<file path="config.mk">
export PLATFORM = sky130hd
export DESIGN_NAME = alu_arbiter_flat
export DESIGN_NICKNAME = d
export VERILOG_FILES = /design/src/rtl/alu_pkg.sv /design/src/rtl/alu_arbiter_if.sv /design/src/rtl/alu_arbiter_rr_arb2.sv /design/src/rtl/alu_arbiter.sv /design/src/flat_wrapper.sv
export SDC_FILE = /design/constraint.sdc
export NUM_CORES = 1
export LEC_CHECK = 0
export CELL_PAD_IN_SITES_DETAIL_PLACEMENT = 1
export CELL_PAD_IN_SITES_GLOBAL_PLACEMENT = 1
export CORE_ASPECT_RATIO = 1.5
export CORE_MARGIN = 2
export CORE_UTILIZATION = 28
export DETAILED_ROUTE_END_ITERATION = 7
export PLACE_DENSITY_LB_ADDON = 0.1
export SLEW_MARGIN = 10
export SYNTH_ARGS = -nofsm -noshare
export SYNTH_HDL_FRONTEND = slang
export SYNTH_SLANG_ARGS = --single-unit
</file>
<file path="constraint.sdc">
create_clock -name clock -period 3.1 [get_ports clock]
set_input_delay 0.62 -clock clock [delete_from_list [all_inputs] [get_ports clock]]
set_output_delay 0.62 -clock clock [all_outputs]
set_load 0.1 [all_outputs]
</file>
<file path="src/rtl/alu_pkg.sv">
`default_nettype none
// ============================================================================
//  Module   : alu_pkg
//  Purpose  : Shared definitions for the ALU arbiter: ALU function codes,
//             flag bit positions, bus widths and arbiter state encoding.
//  Revision : 1.0 - initial release
// ============================================================================
package alu_pkg;

  // Bus widths of the attached ALU
  localparam int ALU_DATA_W = 32;
  localparam int FUNSEL_W   = 5;
  localparam int FLAGS_W    = 4;

  // ALU FunSel codes used by the requesters
  localparam logic [FUNSEL_W-1:0] FS_ADD32 = 5'b10100;
  localparam logic [FUNSEL_W-1:0] FS_SUB32 = 5'b10110;
  localparam logic [FUNSEL_W-1:0] FS_XOR32 = 5'b11001;

  // Flag bit positions inside alu_flags / rsp_flags (Z|C|N|V)
  localparam int FLAG_Z = 3;
  localparam int FLAG_C = 2;
  localparam int FLAG_N = 1;
  localparam int FLAG_V = 0;

  // Arbiter sequencing: accept one op, wait for the ALU, hand back result
  typedef enum logic [1:0] {
    ST_IDLE  = 2'd0,
    ST_ISSUE = 2'd1,
    ST_DONE  = 2'd2
  } arb_state_e;

endpackage : alu_pkg
`default_nettype wire

</file>
<file path="src/rtl/alu_arbiter_if.sv">
`default_nettype none
// ============================================================================
//  Module   : alu_arbiter_if
//  Purpose  : Bundles the two request channels, the ALU drive/return signals
//             and the shared response channel of the ALU arbiter.
//  Revision : 1.0 - initial release
// ============================================================================
interface alu_arbiter_if;
  import alu_pkg::*;

  // Requester 0
  logic                  req0_valid;
  logic                  req0_ready;
  logic [FUNSEL_W-1:0]   req0_funsel;
  logic [ALU_DATA_W-1:0] req0_a;
  logic [ALU_DATA_W-1:0] req0_b;
  logic                  req0_cin;

  // Requester 1
  logic                  req1_valid;
  logic                  req1_ready;
  logic [FUNSEL_W-1:0]   req1_funsel;
  logic [ALU_DATA_W-1:0] req1_a;
  logic [ALU_DATA_W-1:0] req1_b;
  logic                  req1_cin;

  // ALU side
  logic [FUNSEL_W-1:0]   alu_funsel;
  logic [ALU_DATA_W-1:0] alu_a;
  logic [ALU_DATA_W-1:0] alu_b;
  logic                  alu_cin;
  logic [ALU_DATA_W-1:0] alu_out;
  logic [FLAGS_W-1:0]    alu_flags;

  // Shared response channel
  logic                  rsp_valid;
  logic                  rsp_ready;
  logic                  rsp_id;
  logic [ALU_DATA_W-1:0] rsp_result;
  logic [FLAGS_W-1:0]    rsp_flags;

  // Arbiter side
  modport slave (
    input  req0_valid, req0_funsel, req0_a, req0_b, req0_cin,
    output req0_ready,
    input  req1_valid, req1_funsel, req1_a, req1_b, req1_cin,
    output req1_ready,
    output alu_funsel, alu_a, alu_b, alu_cin,
    input  alu_out, alu_flags,
    output rsp_valid, rsp_id, rsp_result, rsp_flags,
    input  rsp_ready
  );

  // Requester / ALU / consumer side
  modport master (
    output req0_valid, req0_funsel, req0_a, req0_b, req0_cin,
    input  req0_ready,
    output req1_valid, req1_funsel, req1_a, req1_b, req1_cin,
    input  req1_ready,
    input  alu_funsel, alu_a, alu_b, alu_cin,
    output alu_out, alu_flags,
    input  rsp_valid, rsp_id, rsp_result, rsp_flags,
    output rsp_ready
  );

endinterface : alu_arbiter_if
`default_nettype wire

</file>
<file path="src/rtl/alu_arbiter_rr_arb2.sv">
`default_nettype none
// ============================================================================
//  Module   : rr_arb2
//  Purpose  : Two-way round-robin grant. A lone requester always wins; when
//             both request, the one that was not granted last time wins.
//  Revision : 1.0 - initial release
// ============================================================================
module rr_arb2 (
  input  logic valid0,
  input  logic valid1,
  input  logic last_grant,
  output logic grant_valid,
  output logic grant_id
);

  // Pick the winner purely from current requests and the previous grant
  always_comb begin
    grant_valid = valid0 | valid1;
    grant_id    = 1'b0;
    if (valid0 && valid1) begin
      grant_id = ~last_grant;
    end else if (valid1) begin
      grant_id = 1'b1;
    end
  end

endmodule : rr_arb2
`default_nettype wire

</file>
<file path="src/rtl/alu_arbiter.sv">
`default_nettype none
// ============================================================================
//  Module   : alu_arbiter
//  Purpose  : Shares one registered ALU between two requesters. Grants one
//             op at a time round-robin, holds the ALU inputs while the ALU
//             result and flags settle, then returns them tagged with the
//             requester id on a valid/ready response channel.
//  Revision : 1.0 - initial release
// ============================================================================
module alu_arbiter
  import alu_pkg::*;
#(
  parameter int SETTLE = 3,           // edges until alu_flags valid, 1..15
  parameter int DATA_W = ALU_DATA_W   // fixed by the attached ALU
) (
  input  logic          clock,
  input  logic          reset,        // synchronous, active low
  alu_arbiter_if.slave  bus
);

  // Counter value seen during the last ISSUE cycle; capture happens there
  localparam logic [3:0] SETTLE_LAST = 4'(SETTLE);

  arb_state_e          state_q, state_d;
  logic [3:0]          cnt_q, cnt_d;
  logic                last_grant_q, last_grant_d;

  logic [FUNSEL_W-1:0] alu_funsel_q, alu_funsel_d;
  logic [DATA_W-1:0]   alu_a_q, alu_a_d;
  logic [DATA_W-1:0]   alu_b_q, alu_b_d;
  logic                alu_cin_q, alu_cin_d;

  logic                rsp_valid_q, rsp_valid_d;
  logic                rsp_id_q, rsp_id_d;
  logic [DATA_W-1:0]   rsp_result_q, rsp_result_d;
  logic [FLAGS_W-1:0]  rsp_flags_q, rsp_flags_d;

  logic                grant_valid;
  logic                grant_id;
  logic                accept;

  rr_arb2 u_rr_arb2 (
    .valid0      (bus.req0_valid),
    .valid1      (bus.req1_valid),
    .last_grant  (last_grant_q),
    .grant_valid (grant_valid),
    .grant_id    (grant_id)
  );

  // Ready is only offered while idle, and only to the current winner
  assign accept         = (state_q == ST_IDLE) && grant_valid;
  assign bus.req0_ready = accept && !grant_id;
  assign bus.req1_ready = accept &&  grant_id;

  assign bus.alu_funsel = alu_funsel_q;
  assign bus.alu_a      = alu_a_q;
  assign bus.alu_b      = alu_b_q;
  assign bus.alu_cin    = alu_cin_q;

  assign bus.rsp_valid  = rsp_valid_q;
  assign bus.rsp_id     = rsp_id_q;
  assign bus.rsp_result = rsp_result_q;
  assign bus.rsp_flags  = rsp_flags_q;

  // Next-state logic: accept, wait SETTLE+1 cycles, capture, hand back
  always_comb begin
    state_d      = state_q;
    cnt_d        = cnt_q;
    last_grant_d = last_grant_q;
    alu_funsel_d = alu_funsel_q;
    alu_a_d      = alu_a_q;
    alu_b_d      = alu_b_q;
    alu_cin_d    = alu_cin_q;
    rsp_valid_d  = rsp_valid_q;
    rsp_id_d     = rsp_id_q;
    rsp_result_d = rsp_result_q;
    rsp_flags_d  = rsp_flags_q;

    case (state_q)
      ST_IDLE: begin
        if (grant_valid) begin
          if (grant_id) begin
            alu_funsel_d = bus.req1_funsel;
            alu_a_d      = bus.req1_a;
            alu_b_d      = bus.req1_b;
            alu_cin_d    = bus.req1_cin;
          end else begin
            alu_funsel_d = bus.req0_funsel;
            alu_a_d      = bus.req0_a;
            alu_b_d      = bus.req0_b;
            alu_cin_d    = bus.req0_cin;
          end
          rsp_id_d     = grant_id;
          last_grant_d = grant_id;
          cnt_d        = 4'd0;
          state_d      = ST_ISSUE;
        end
      end

      ST_ISSUE: begin
        // The counter stops at SETTLE_LAST, so it never wraps
        if (cnt_q == SETTLE_LAST) begin
          rsp_result_d = bus.alu_out;
          rsp_flags_d  = bus.alu_flags;
          rsp_valid_d  = 1'b1;
          state_d      = ST_DONE;
        end else begin
          cnt_d = cnt_q + 4'd1;
        end
      end

      ST_DONE: begin
        // Response stays frozen until the consumer takes it
        if (bus.rsp_ready) begin
          rsp_valid_d = 1'b0;
          state_d     = ST_IDLE;
        end
      end

      default: begin
        state_d = ST_IDLE;
      end
    endcase
  end

  // State register; reset drops any in-flight op without a response
  always_ff @(posedge clock) begin
    if (!reset) begin
      state_q      <= ST_IDLE;
      cnt_q        <= 4'd0;
      last_grant_q <= 1'b1;
      alu_funsel_q <= '0;
      alu_a_q      <= '0;
      alu_b_q      <= '0;
      alu_cin_q    <= 1'b0;
      rsp_valid_q  <= 1'b0;
      rsp_id_q     <= 1'b0;
      rsp_result_q <= '0;
      rsp_flags_q  <= '0;
    end else begin
      state_q      <= state_d;
      cnt_q        <= cnt_d;
      last_grant_q <= last_grant_d;
      alu_funsel_q <= alu_funsel_d;
      alu_a_q      <= alu_a_d;
      alu_b_q      <= alu_b_d;
      alu_cin_q    <= alu_cin_d;
      rsp_valid_q  <= rsp_valid_d;
      rsp_id_q     <= rsp_id_d;
      rsp_result_q <= rsp_result_d;
      rsp_flags_q  <= rsp_flags_d;
    end
  end

endmodule : alu_arbiter
`default_nettype wire

</file>
<file path="src/flat_wrapper.sv">
// flat-port wrapper written by rule: the top's interface ports become plain ports
module alu_arbiter_flat import alu_pkg::*;
#(
  parameter int SETTLE = 3,                                                
  parameter int DATA_W = ALU_DATA_W                               
)
  (clock, reset, bus_req0_valid, bus_req0_funsel, bus_req0_a, bus_req0_b, bus_req0_cin, bus_req0_ready, bus_req1_valid, bus_req1_funsel, bus_req1_a, bus_req1_b, bus_req1_cin, bus_req1_ready, bus_alu_funsel, bus_alu_a, bus_alu_b, bus_alu_cin, bus_alu_out, bus_alu_flags, bus_rsp_valid, bus_rsp_id, bus_rsp_result, bus_rsp_flags, bus_rsp_ready);
  alu_arbiter_if bus_i ();
  input  logic clock;
  input  logic reset;
  input wire logic [$bits(bus_i.req0_valid)-1:0] bus_req0_valid;
  input wire logic [$bits(bus_i.req0_funsel)-1:0] bus_req0_funsel;
  input wire logic [$bits(bus_i.req0_a)-1:0] bus_req0_a;
  input wire logic [$bits(bus_i.req0_b)-1:0] bus_req0_b;
  input wire logic [$bits(bus_i.req0_cin)-1:0] bus_req0_cin;
  output wire logic [$bits(bus_i.req0_ready)-1:0] bus_req0_ready;
  input wire logic [$bits(bus_i.req1_valid)-1:0] bus_req1_valid;
  input wire logic [$bits(bus_i.req1_funsel)-1:0] bus_req1_funsel;
  input wire logic [$bits(bus_i.req1_a)-1:0] bus_req1_a;
  input wire logic [$bits(bus_i.req1_b)-1:0] bus_req1_b;
  input wire logic [$bits(bus_i.req1_cin)-1:0] bus_req1_cin;
  output wire logic [$bits(bus_i.req1_ready)-1:0] bus_req1_ready;
  output wire logic [$bits(bus_i.alu_funsel)-1:0] bus_alu_funsel;
  output wire logic [$bits(bus_i.alu_a)-1:0] bus_alu_a;
  output wire logic [$bits(bus_i.alu_b)-1:0] bus_alu_b;
  output wire logic [$bits(bus_i.alu_cin)-1:0] bus_alu_cin;
  input wire logic [$bits(bus_i.alu_out)-1:0] bus_alu_out;
  input wire logic [$bits(bus_i.alu_flags)-1:0] bus_alu_flags;
  output wire logic [$bits(bus_i.rsp_valid)-1:0] bus_rsp_valid;
  output wire logic [$bits(bus_i.rsp_id)-1:0] bus_rsp_id;
  output wire logic [$bits(bus_i.rsp_result)-1:0] bus_rsp_result;
  output wire logic [$bits(bus_i.rsp_flags)-1:0] bus_rsp_flags;
  input wire logic [$bits(bus_i.rsp_ready)-1:0] bus_rsp_ready;
  assign bus_i.req0_valid = bus_req0_valid;
  assign bus_i.req0_funsel = bus_req0_funsel;
  assign bus_i.req0_a = bus_req0_a;
  assign bus_i.req0_b = bus_req0_b;
  assign bus_i.req0_cin = bus_req0_cin;
  assign bus_req0_ready = bus_i.req0_ready;
  assign bus_i.req1_valid = bus_req1_valid;
  assign bus_i.req1_funsel = bus_req1_funsel;
  assign bus_i.req1_a = bus_req1_a;
  assign bus_i.req1_b = bus_req1_b;
  assign bus_i.req1_cin = bus_req1_cin;
  assign bus_req1_ready = bus_i.req1_ready;
  assign bus_alu_funsel = bus_i.alu_funsel;
  assign bus_alu_a = bus_i.alu_a;
  assign bus_alu_b = bus_i.alu_b;
  assign bus_alu_cin = bus_i.alu_cin;
  assign bus_i.alu_out = bus_alu_out;
  assign bus_i.alu_flags = bus_alu_flags;
  assign bus_rsp_valid = bus_i.rsp_valid;
  assign bus_rsp_id = bus_i.rsp_id;
  assign bus_rsp_result = bus_i.rsp_result;
  assign bus_rsp_flags = bus_i.rsp_flags;
  assign bus_i.rsp_ready = bus_rsp_ready;
  alu_arbiter #(.SETTLE(SETTLE), .DATA_W(DATA_W)) u_core (.clock(clock), .reset(reset), .bus(bus_i));
endmodule
</file>
Word level (Yosys, flattened, before mapping):

Cells that the tools add are included.
Widths: inputs -> output; s select.

* bits of input ports: 181
* word-level logic and storage cells: 50
* flip-flop bits (word level): 115
* output and inout bits: 110

* bitwise logic cells: 2
* mux-type cells: 16
* reduce and logical (&&, ||, !) cells: 13
* add/sub/neg operators: 1
* equal/unequal tests: 7

Operators with widths (number)
* $mux 32: 2
* $reduce_and 3->1: 3
* $mux 4: 2
* $pmux 4 s2: 1
* $mux 2: 3
* $pmux 2 s3: 1
* $mux 1: 5
* $mux 5: 1
* $add 4x1->4 const B: 1
* $eq 4x2->1 const B: 1
* $logic_and 1x1->1: 4
* $ne 2x1->1 const B: 2
* $ne 2x2->1 const B: 2
* $reduce_and 2->1: 2
* $reduce_bool 2->1: 2
* $eq 2x1->1 const B: 1
* $eq 2x2->1 const B: 1
* $logic_not 2->1: 1
* $pmux 1 s2: 1
* $logic_not 1->1: 1
* $not 1->1: 1
* $or 1x1->1: 1

Depth between registers and ports, before layout:

Gate-level depths: netlist (run 1).

* depth after elaboration: 4
* mapped depth: 6
* gate-level depth less buffers: 4

Modules after synthesis:

From an unflattened synthesis (run 1), not the netlist that was laid out.

* cell total of the unflattened synthesis: 519
* area, all modules: 5094.9 um2

Modules (own cells, without submodules)
* alu_arbiter: seq. area each 2302.2 um2, area an instance 5081.1 um2, cells an instance 517, times used 1
* rr_arb2: seq. area each 0.0 um2, area an instance 13.8 um2, cells an instance 2, times used 1

Least setup slack after synthesis (run 1):

No wires, ideal clock.

* kind: input to output
* from: in bus_req1_valid
* to: out bus_req1_ready
* path buffers: 1
* path slack: 705 ps
* stages: 4
* data required time: 2480 ps
* arrival time: 1775 ps
* cell sequence: a21boi_2 > buf_2 > nand2_1 > inv_1

* cells in the longest elaborated chain, start to end: 3
* elaborated cells on any way between the ends: 6
* those cells by class: mux: 2; bitwise: 1; reduce/logical: 3

RTL lines
* from (decl): RTL line flat_wrapper.sv:17 `input wire logic [$bits(bus_i.req1_valid)-1:0] bus_req1_valid;`
* $mux 1, or another cell as far along: RTL line alu_arbiter_rr_arb2.sv:22 `end else if (valid1) begin`
* $mux 1 or $logic_and 1x1->1 (tied branches): RTL line alu_arbiter_rr_arb2.sv:20, alu_arbiter.sv:51
* $logic_and 1x1->1 *: RTL line alu_arbiter.sv:53 `assign bus.req1_ready = accept && grant_id;`
* to (decl): RTL line flat_wrapper.sv:22 `output wire logic [$bits(bus_i.req1_ready)-1:0] bus_req1_ready;`

Mark *: on every way between the ends. The rest lies on a longest branch, timed or not.

Worst setup path in the final report (run 1):

Same ends and word-level chain as after synthesis.

==> impl_metrics.env, run 1 <==
export IMPL_status="complete, no violations"
export IMPL_cp_arrival_ns=1.80
export IMPL_yosys_top_cells_count="nand3_1, dfxtp_1, a31oi_1"
export IMPL_grt_use_total=0.223
export IMPL_end_kind="output port"
export IMPL_vdd_drop_max_mv=0.267
export IMPL_preCtsSetupSlack_ns=0.481
export IMPL_overflow=0
export IMPL_detailedRoute_firstPassIterationCount=4
export IMPL_largest_net_degree_at_the_start_of_global_routing=113
export IMPL_post_cts_resized=0
export IMPL_grt_setup_unrepaired="false"
export IMPL_cp_max_fo=3
export IMPL_first_pass_grt_wire_length_um=33600
export IMPL_slew_violations=0
export IMPL_critical_path_slowest_cell="clkdlybuf4s50_1"
export IMPL_clk_transition_reported_paths_ns=0.05
export IMPL_port_buffer_count=290
export IMPL_required_ns=2.48
export IMPL_die_x_um=113
export IMPL_fraction_of_final_layout_cells_with_drive_strength_greater_than_1=0.183
export IMPL_postSynthRegisterBits=115
export IMPL_wl_per_cell_um=19.8
export IMPL_remaining_max_slew_budget_at_the_tightest_pin=0.387
export IMPL_totalNegativeSetupSlack_ns=0
export IMPL_routed_via_count=5968
export IMPL_crit_path_start_kind="input port"
export IMPL_drt_antenna_violating_nets=0
export IMPL_synthArstFlopShare=0
export IMPL_final_cycle_utilization_of_the_critical_path=0.780
export IMPL_coreArea_sq_um=17300
export IMPL_static_leakage_power_uw=0.00306
export IMPL_final_period_minus_worst_setup_slack_ns=2.42
export IMPL_syn2layout_area_growth_pct=67.0
export IMPL_cts_inserted_buffers=17
export IMPL_worst_pin_slew_ns=0.919
export IMPL_synth_area_leader_cell="dfxtp_1"
export IMPL_max_cap_violations=0
export IMPL_critical_path_class="input port to output port"
export IMPL_yosysTopAreaCellShare=0.464
export IMPL_clkSinkCount=115
export IMPL_deepest_level_of_the_cts_h_tree=4
export IMPL_syn_area_per_cell_sq_um=8.00
export IMPL_antenna_found_initial=1
export IMPL_syn_area_sq_um=4960
export IMPL_hold_class="register to register"
export IMPL_synth_main_ff_cell="dfxtp_1"
export IMPL_final_fill_count=2053
export IMPL_achievable_frequency_ghz=0.413
export IMPL_synth_nets=802
export IMPL_finalWirelength_um=21700
export IMPL_yosys_warnings=0
export IMPL_place_congestion=0.775
export IMPL_cts_setup_buffers=0
export IMPL_nNetsFinal=1048
export IMPL_hpwl_um=14200
export IMPL_post_route_skew_ns=0.00677
export IMPL_critical_path_max_stage_delay_ns=0.57
export IMPL_cellPowerDensity_nw_per_um2=601
export IMPL_worstSkewPairLatency_ns=0.41
export IMPL_core_rowCount=59
export IMPL_vias_in_the_first_global_route=6246
export IMPL_post_route_drc=0
export IMPL_number_of_top_level_pins=291
export IMPL_cts_tree="built"
export IMPL_sequential_element_share_of_the_synthesized_area=0.464
export IMPL_initial_utilization=0.286
export IMPL_detailedRoute_firstIterationViolations=434
export IMPL_postSynthCellCount=620
export IMPL_fin_worst_setup_slack_ns=0.681
export IMPL_final_hold_violation_count=0
export IMPL_fp_dieArea_sq_um=18800
export IMPL_cts_hold_buffers_added=0
export IMPL_yosys_cell_count_top_type="nand3_1"
export IMPL_clockBufferDepth=2
export IMPL_synth_edf_count=0
export IMPL_setup_violations_final=0
export IMPL_drt_vias_per_instance=5.47
export IMPL_die_height_um=167
export IMPL_clock_tree_root_cell="clkbuf_16"
export IMPL_cp_cell_sequence="clkdlybuf4s50_1 > a21boi_4 > nand2_1 > inv_1 > buf_12"
export IMPL_yosys_cell_types_count=35
export IMPL_synth_area_top_cells="dfxtp_1, nand3_1, a31oi_1"
==> worst max-delay path: cells and delay by family <==
| family | cells | cell delay, ns |
|---|---|---|
| buf+inv | 3 | 0.85 |
| simple gates | 1 | 0.10 |
| compound gates | 1 | 0.22 |
==> report_power, final <==
part / internal [uW] / switching (uW) / leakage (uW)
Sequential: 1560 / 49.1 / 0.000940
Combinational: 412 / 950 / 0.00182
Clock: 1320 / 684 / 0.000298
==> registers in the layout (all words and copies together) (netlist names) <==
register / flops
u_core.bus.alu_a: 32
u_core.bus.alu_b: 32
u_core.bus.alu_cin: 1
u_core.bus.alu_funsel: 5
u_core.bus.rsp_flags: 4
u_core.bus.rsp_id: 1
u_core.bus.rsp_result: 32
u_core.bus.rsp_valid: 1
u_core.cnt_q: 4
u_core.last_grant_q: 1
u_core.state_q: 2
==> per-layer routing <==
layer / part of all wire / global-route usage / up-vias / wire [um]
li1: - / - / 2799 / -
met2: 0.52 / 0.393 / 201 / 11300
met3: 0.070 / 0.0680 / 40 / 1520
met1: 0.38 / 0.249 / 2928 / 8180
met5: 0 / 0 / - / 0
met4: 0.031 / 0.0854 / 0 / 665
==> final timing paths <==
kind / end / from / cells after the start / slack [ns]
max: bus_req1_ready / bus_req1_valid / 5 / 0.68
min: u_core.bus.rsp_result[31] / u_core.bus.rsp_result[31] / 2 / 0.48
max reg2reg: u_core.bus.rsp_result[30] / u_core.cnt_q[0] / 5 / 1.09
min reg2reg: u_core.bus.rsp_result[31] / u_core.bus.rsp_result[31] / 2 / 0.48
==> logic make-up after synthesis <==
family,synth area share
fa+ha+maj,0.00252
flops,0.464
simple gates,0.211
compound gates,0.251
buf+inv,0.0721
==> metrics by stage <==
| stage | power, uW | hold slack, ns | instances | area [sq um] | utilization |
|---|---|---|---|---|---|
| finish | 4980 | 0.482 | 1092 | 8290 | 0.478 |
| CTS | 5030 | 0.484 | 1091 | 8280 | 0.477 |
| global route | 5150 | 0.507 | 1091 | 8280 | 0.477 |
| global placement | 2990 | 0.461 | 1060 | 7680 | 0.443 |
| detailed placement | 3010 | 0.474 | 1060 | 7680 | 0.443 |
| floorplan | 2530 | 0.462 | 620 | 4960 | - |
==> cell usage in the layout (no fill, tap or decap), types with 6 or more instances in the layout <==
| cell type | count |
|---|---|
| a21oi_1 | 40 |
| clkinv_2 | 6 |
| o21ai_0 | 42 |
| clkdlybuf4s50_1 | 180 |
| dfxtp_1 | 115 |
| a31oi_1 | 71 |
| buf_4 | 116 |
| nand3_1 | 180 |
| clkbuf_16 | 17 |
| o21ai_1 | 68 |
==> area by class of cell <==
cell class | instances | area (sq um) | share of cell area
flip-flops and latches | 115 | 2300 | 0.278
clock buffers | 21 | 470 | 0.0568
multi-input cells | 429 | 2330 | 0.281
inverters | 2 | 8.76 | 0.00106
well taps | 213 | 267 | 0.0322
clock inverters | 10 | 131 | 0.0159
diodes | 1 | 2.50 | 0.000302
repair buffers | 301 | 2770 | 0.335
Note: power is estimated with default switching activity, not from simulation.
==> run 2: changes to the inputs <==
--- a/config.mk
+++ b/config.mk
@@ -9,7 +9,7 @@
 export CELL_PAD_IN_SITES_GLOBAL_PLACEMENT = 1
 export CORE_ASPECT_RATIO = 1.5
 export CORE_MARGIN = 2
-export CORE_UTILIZATION = 28
+export CORE_UTILIZATION = 23
 export DETAILED_ROUTE_END_ITERATION = 7
 export PLACE_DENSITY_LB_ADDON = 0.1
 export SLEW_MARGIN = 10
==> constraint.sdc (replaced) <==
create_clock -name clock -period 2.12 [get_ports clock]
set_input_delay 0.424 -clock clock [delete_from_list [all_inputs] [get_ports clock]]
set_output_delay 0.424 -clock clock [all_outputs]
set_load 0.1 [all_outputs]
==> impl_metrics.env, run 2 (synthesized netlist as in run 1, its figures left out) <==
export IMPL_remaining_max_slew_budget_at_the_tightest_pin=0.639
export IMPL_whs_path_depth=2
export IMPL_clkSinkCount=115
export IMPL_most_common_layout_cells="nand3_1, clkdlybuf4s50_1, buf_4, dfxtp_1, a31oi_1"
export IMPL_cts_setup_buffers=0
export IMPL_cp_arrival_ns=1.59
export IMPL_syn2layout_area_growth_pct=70.9
export IMPL_fraction_of_final_layout_cells_with_drive_strength_greater_than_1=0.184
export IMPL_whs_endpoint="u_core.bus.rsp_result[1]"
export IMPL_place_detailed_instances=1122
export IMPL_detailedRoute_firstIterationViolations=238
export IMPL_drt_antenna_violating_nets=0
export IMPL_setup_violations_final=0
export IMPL_max_cap_violations=0
export IMPL_cp_max_fo=4
export IMPL_worstSkewPairLatency_ns=0.42
export IMPL_status="complete, no violations"
export IMPL_worst_pin_slew_ns=0.542
export IMPL_grt_use_total=0.198
export IMPL_core_rowCount=65
export IMPL_clock_tree_root_cell="clkbuf_16"
export IMPL_slew_violations=0
export IMPL_routed_via_count=6027
export IMPL_deepest_level_of_the_cts_h_tree=4
export IMPL_required_ns=1.70
export IMPL_slack_of_the_worst_reg_to_reg_path_ns=0.43
export IMPL_port_buffer_count=290
export IMPL_post_cts_resized=0
export IMPL_wl_per_cell_um=20.0
export IMPL_post_route_skew_ns=0.00844
export IMPL_nNetsFinal=1055
export IMPL_final_fill_count=2508
export IMPL_reg2reg_from="u_core.cnt_q[0]"
export IMPL_clk_transition_reported_paths_ns=0.05
export IMPL_end_kind="output port"
export IMPL_static_leakage_power_uw=0.00311
export IMPL_clockBufferDepth=2
export IMPL_final_hold_violation_count=0
export IMPL_hold_class="register to register"
export IMPL_finalWirelength_um=23000
export IMPL_crit_path_start_kind="input port"
export IMPL_totalNegativeSetupSlack_ns=0
export IMPL_cts_inserted_buffers=17
export IMPL_largest_net_degree_at_the_start_of_global_routing=113
export IMPL_grt_setup_unrepaired="false"
export IMPL_cellPowerDensity_nw_per_um2=855
export IMPL_fp_dieArea_sq_um=22800
export IMPL_final_period_minus_worst_setup_slack_ns=2.02
export IMPL_die_height_um=184
export IMPL_die_x_um=124
export IMPL_cts_tree="built"
export IMPL_timing_hold_worst_start="u_core.bus.rsp_result[1]"
export IMPL_finish_cell_count_without_fillers=1154
export IMPL_overflow=0
export IMPL_place_congestion=0.738
export IMPL_detailedRoute_firstPassIterationCount=4
export IMPL_hpwl_um=15200
export IMPL_achievable_frequency_ghz=0.495
export IMPL_vias_in_the_first_global_route=6436
export IMPL_antenna_found_initial=2
export IMPL_post_route_drc=0
export IMPL_vdd_drop_max_mv=0.485
export IMPL_drt_vias_per_instance=5.22
export IMPL_final_cycle_utilization_of_the_critical_path=0.952
export IMPL_first_pass_grt_wire_length_um=34800
export IMPL_number_of_top_level_pins=291
export IMPL_coreArea_sq_um=21100
export IMPL_critical_path_class="input port to output port"
export IMPL_initial_utilization=0.235
export IMPL_cts_hold_buffers_added=0
export IMPL_r2r_end="u_core.bus.rsp_result[0]"
export IMPL_worst_r2r_cell_count=5
==> run 2: cell types whose count changed in the layout (fill, tap and decap cells not counted), sizes merged <==
cell | before | now
buf | 121 | 128
bufinv | 3 | 2
clkbuf | 21 | 25
clkinv | 7 | 4
clkinvlp | 1 | 0
diode | 1 | 2
==> run 2: cell type report <==
cell class                 instances  area, sq um  share of cell area
antenna                            2         5.00            0.000590
clock buffer                      25          495              0.0584
clock inverter                     5         75.1             0.00885
inverter                           2         8.76             0.00103
multi-input combinational        429         2330               0.275
sequential                       115         2300               0.272
tap                              268          335              0.0396
timing repair buffer             308         2930               0.345
==> run 2: worst max path at each step <==
stage	startpoint	end	slack, ns	cells past startpoint
after floorplan	u_core.state_q[1]	bus_req0_ready	0.04	3
after global placement	bus_req0_valid	bus_req1_ready	0.11	5
after detailed placement	bus_req0_valid	u_core.bus.alu_b[31]	0.08	5
after CTS	bus_req0_valid	bus_req1_ready	0.09	5
after global routing	bus_req0_valid	bus_req1_ready	0.04	5
final	bus_req0_valid	bus_req1_ready	0.10	5
==> run 2: power by group <==
part           internal [uW]  switching, uW  leakage (uW)
Clock                   1840           1010      0.000283
Sequential              2290           73.9      0.000940
Combinational            640           1400       0.00189
Total                   4760           2490       0.00311
==> run 2: per-layer routing <==
metal | vias to the layer above | wire length [um] | global-route usage
met4 | 0 | 909 | 0.0984
met1 | 2932 | 8680 | 0.209
met5 | - | 0 | 0
met2 | 232 | 11700 | 0.347
li1 | 2813 | - | -
met3 | 50 | 1720 | 0.0648
==> run 2: through the flow <==
stage	hold WS, ns	total power (uW)	setup slack [ns]	utilization	instance area, sq um
2_1_floorplan	0.462	3690	0.0356	-	4960
3_3_place_gp	0.465	4430	0.106	0.374	7900
3_5_place_dp	0.474	4460	0.0831	0.374	7900
4_1_cts	0.484	7350	0.0912	0.401	8470
5_1_grt	0.506	7540	0.0367	0.401	8480
6_report	0.483	7250	0.102	0.401	8480
==> run 2: worst max-delay path: stages <==
cell and delay, ns:
clkdlybuf4s50_1 0.51, a21boi_4 0.25, nand2_1 0.12, inv_1 0.11, buf_12 0.18
==> run 3: changes to the inputs <==
--- a/config.mk
+++ b/config.mk
@@ -9,7 +9,7 @@
 export CELL_PAD_IN_SITES_GLOBAL_PLACEMENT = 1
 export CORE_ASPECT_RATIO = 1.5
 export CORE_MARGIN = 2
-export CORE_UTILIZATION = 23
+export CORE_UTILIZATION = 28
 export DETAILED_ROUTE_END_ITERATION = 7
 export PLACE_DENSITY_LB_ADDON = 0.1
 export SLEW_MARGIN = 10
==> constraint.sdc (replaced) <==
create_clock -name clock -period 2.6 [get_ports clock]
set_input_delay 0.52 -clock clock [delete_from_list [all_inputs] [get_ports clock]]
set_output_delay 0.52 -clock clock [all_outputs]
set_load 0.1 [all_outputs]
==> impl_metrics.env, run 3 (synthesized netlist as in run 1, its figures left out) <==
export IMPL_status="complete, no violations"
export IMPL_crit_path_start_kind="input port"
export IMPL_clock_tree_root_cell="clkbuf_16"
export IMPL_cts_inserted_buffers=17
export IMPL_critical_path_class="input port to output port"
export IMPL_wl_per_cell_um=20.0
export IMPL_cts_hold_buffers_added=0
export IMPL_vdd_drop_max_mv=0.307
export IMPL_worst_pin_slew_ns=0.592
export IMPL_deepest_level_of_the_cts_h_tree=4
export IMPL_place_congestion=0.759
export IMPL_most_common_layout_cells="nand3_1, clkdlybuf4s50_1, buf_4, dfxtp_1, a31oi_1"
export IMPL_largest_net_degree_at_the_start_of_global_routing=113
export IMPL_clockBufferDepth=2
export IMPL_max_cap_violations=0
export IMPL_drt_antenna_violating_nets=0
export IMPL_clkSinkCount=115
export IMPL_whs_path_depth=2
export IMPL_final_hold_violation_count=0
export IMPL_ff_latch_area_sq_um=2300
export IMPL_totalNegativeSetupSlack_ns=0
export IMPL_fin_worst_setup_slack_ns=0.298
export IMPL_cp_cell_sequence="clkdlybuf4s50_1 > a21boi_4 > nand2_1 > inv_1 > buf_12"
export IMPL_syn2layout_area_growth_pct=69.1
export IMPL_detailedRoute_firstPassIterationCount=4
export IMPL_finalWirelength_um=22000
export IMPL_final_period_minus_worst_setup_slack_ns=2.30
export IMPL_port_buffer_count=290
export IMPL_cts_setup_buffers=0
export IMPL_drt_vias_per_instance=5.43
export IMPL_post_route_drc=0
export IMPL_remaining_max_slew_budget_at_the_tightest_pin=0.606
export IMPL_critical_path_slowest_cell="clkdlybuf4s50_1"
export IMPL_antenna_found_initial=2
export IMPL_fraction_of_final_layout_cells_with_drive_strength_greater_than_1=0.189
export IMPL_final_cycle_utilization_of_the_critical_path=0.885
export IMPL_core_rowCount=59
export IMPL_fp_dieArea_sq_um=18800
export IMPL_detailedRoute_firstIterationViolations=342
export IMPL_end_kind="output port"
export IMPL_overflow=0
export IMPL_cp_max_fo=3
export IMPL_hpwl_um=15000
export IMPL_number_of_top_level_pins=291
export IMPL_vias_in_the_first_global_route=6572
export IMPL_worstSkewPairLatency_ns=0.41
export IMPL_post_cts_resized=0
export IMPL_first_pass_grt_wire_length_um=34200
export IMPL_grt_use_total=0.228
export IMPL_initial_utilization=0.286
export IMPL_hold_class="register to register"
export IMPL_die_x_um=113
export IMPL_die_height_um=167
export IMPL_preCtsSetupSlack_ns=0.288
export IMPL_critical_path_max_stage_delay_ns=0.56
export IMPL_post_route_skew_ns=0.00669
export IMPL_static_leakage_power_uw=0.00312
export IMPL_final_fill_count=2038
export IMPL_nNetsFinal=1056
export IMPL_worst_r2r_cell_count=5
export IMPL_routed_via_count=5983
export IMPL_coreArea_sq_um=17300
export IMPL_slew_violations=0
export IMPL_cp_arrival_ns=1.78
export IMPL_slack_of_the_worst_reg_to_reg_path_ns=0.67
export IMPL_multi_input_gate_area_in_the_final_layout_sq_um=2330
export IMPL_cts_tree="built"
export IMPL_grt_setup_unrepaired="false"
export IMPL_required_ns=2.08
export IMPL_clk_transition_reported_paths_ns=0.06
export IMPL_cellPowerDensity_nw_per_um2=736
export IMPL_achievable_frequency_ghz=0.434
export IMPL_setup_violations_final=0
## run 3: changes by cell type in the layout (fill, tap and decap cells not counted)
cell	change
clkbuf_1	-2
buf_4	+9
diode_2	-1
inv_6	+2
clkinv_4	+2
clkinv_2	-1
buf_12	-8
clkinvlp_4	+1
clkbuf_8	-3
bufinv_16	+3
## run 3: path summary, 6_finish.rpt
path / startpoint / endpoint
worst max-delay path: bus_req1_valid / bus_req1_ready
worst min-delay path: u_core.bus.rsp_result[8] / u_core.bus.rsp_result[8]
worst max register to register: u_core.cnt_q[0] / u_core.bus.rsp_result[20]
worst min register to register: u_core.bus.rsp_result[8] / u_core.bus.rsp_result[8]
## run 3: metal layers
layer / track usage / up-vias / share of wire
met5: 0 / - / 0
met4: 0.109 / 0 / 0.039
met3: 0.0590 / 46 / 0.063
met2: 0.413 / 214 / 0.52
met1: 0.242 / 2905 / 0.37
li1: - / 2818 / -
## run 3: per-stage QoR
stage / power [uW] / instance area, sq um / cells / util / hold slack [ns]
after floorplan: 3010 / 4960 / 620 / - / 0.462
after global placement: 3580 / 7740 / 1068 / 0.446 / 0.464
after detailed placement: 3600 / 7740 / 1068 / 0.446 / 0.472
after CTS: 6230 / 8390 / 1100 / 0.484 / 0.484
after global routing: 6380 / 8390 / 1101 / 0.484 / 0.509
final: 6170 / 8390 / 1101 / 0.484 / 0.483
## run 3: worst max-delay path: cells and delay by family
family | cells | cell delay, ns
AOI/OAI and AO/OA | 1 | 0.26
buffers and inverters | 3 | 0.86
and+or+nand+nor | 1 | 0.13
## run 3: cell type report
type	count	share of cell area
repair buffers	309	0.338
multi-input cells	429	0.278
flip-flops and latches	115	0.274
clock buffers	20	0.0532
well taps	213	0.0318
clock inverters	12	0.0242
inverters	2	0.00104
diodes	1	0.000298
## run 3: report_power, final
part	total, uW	internal [uW]	switching [uW]
registers	1920	1860	59.6
clock network	2610	1730	878
logic	1640	504	1140
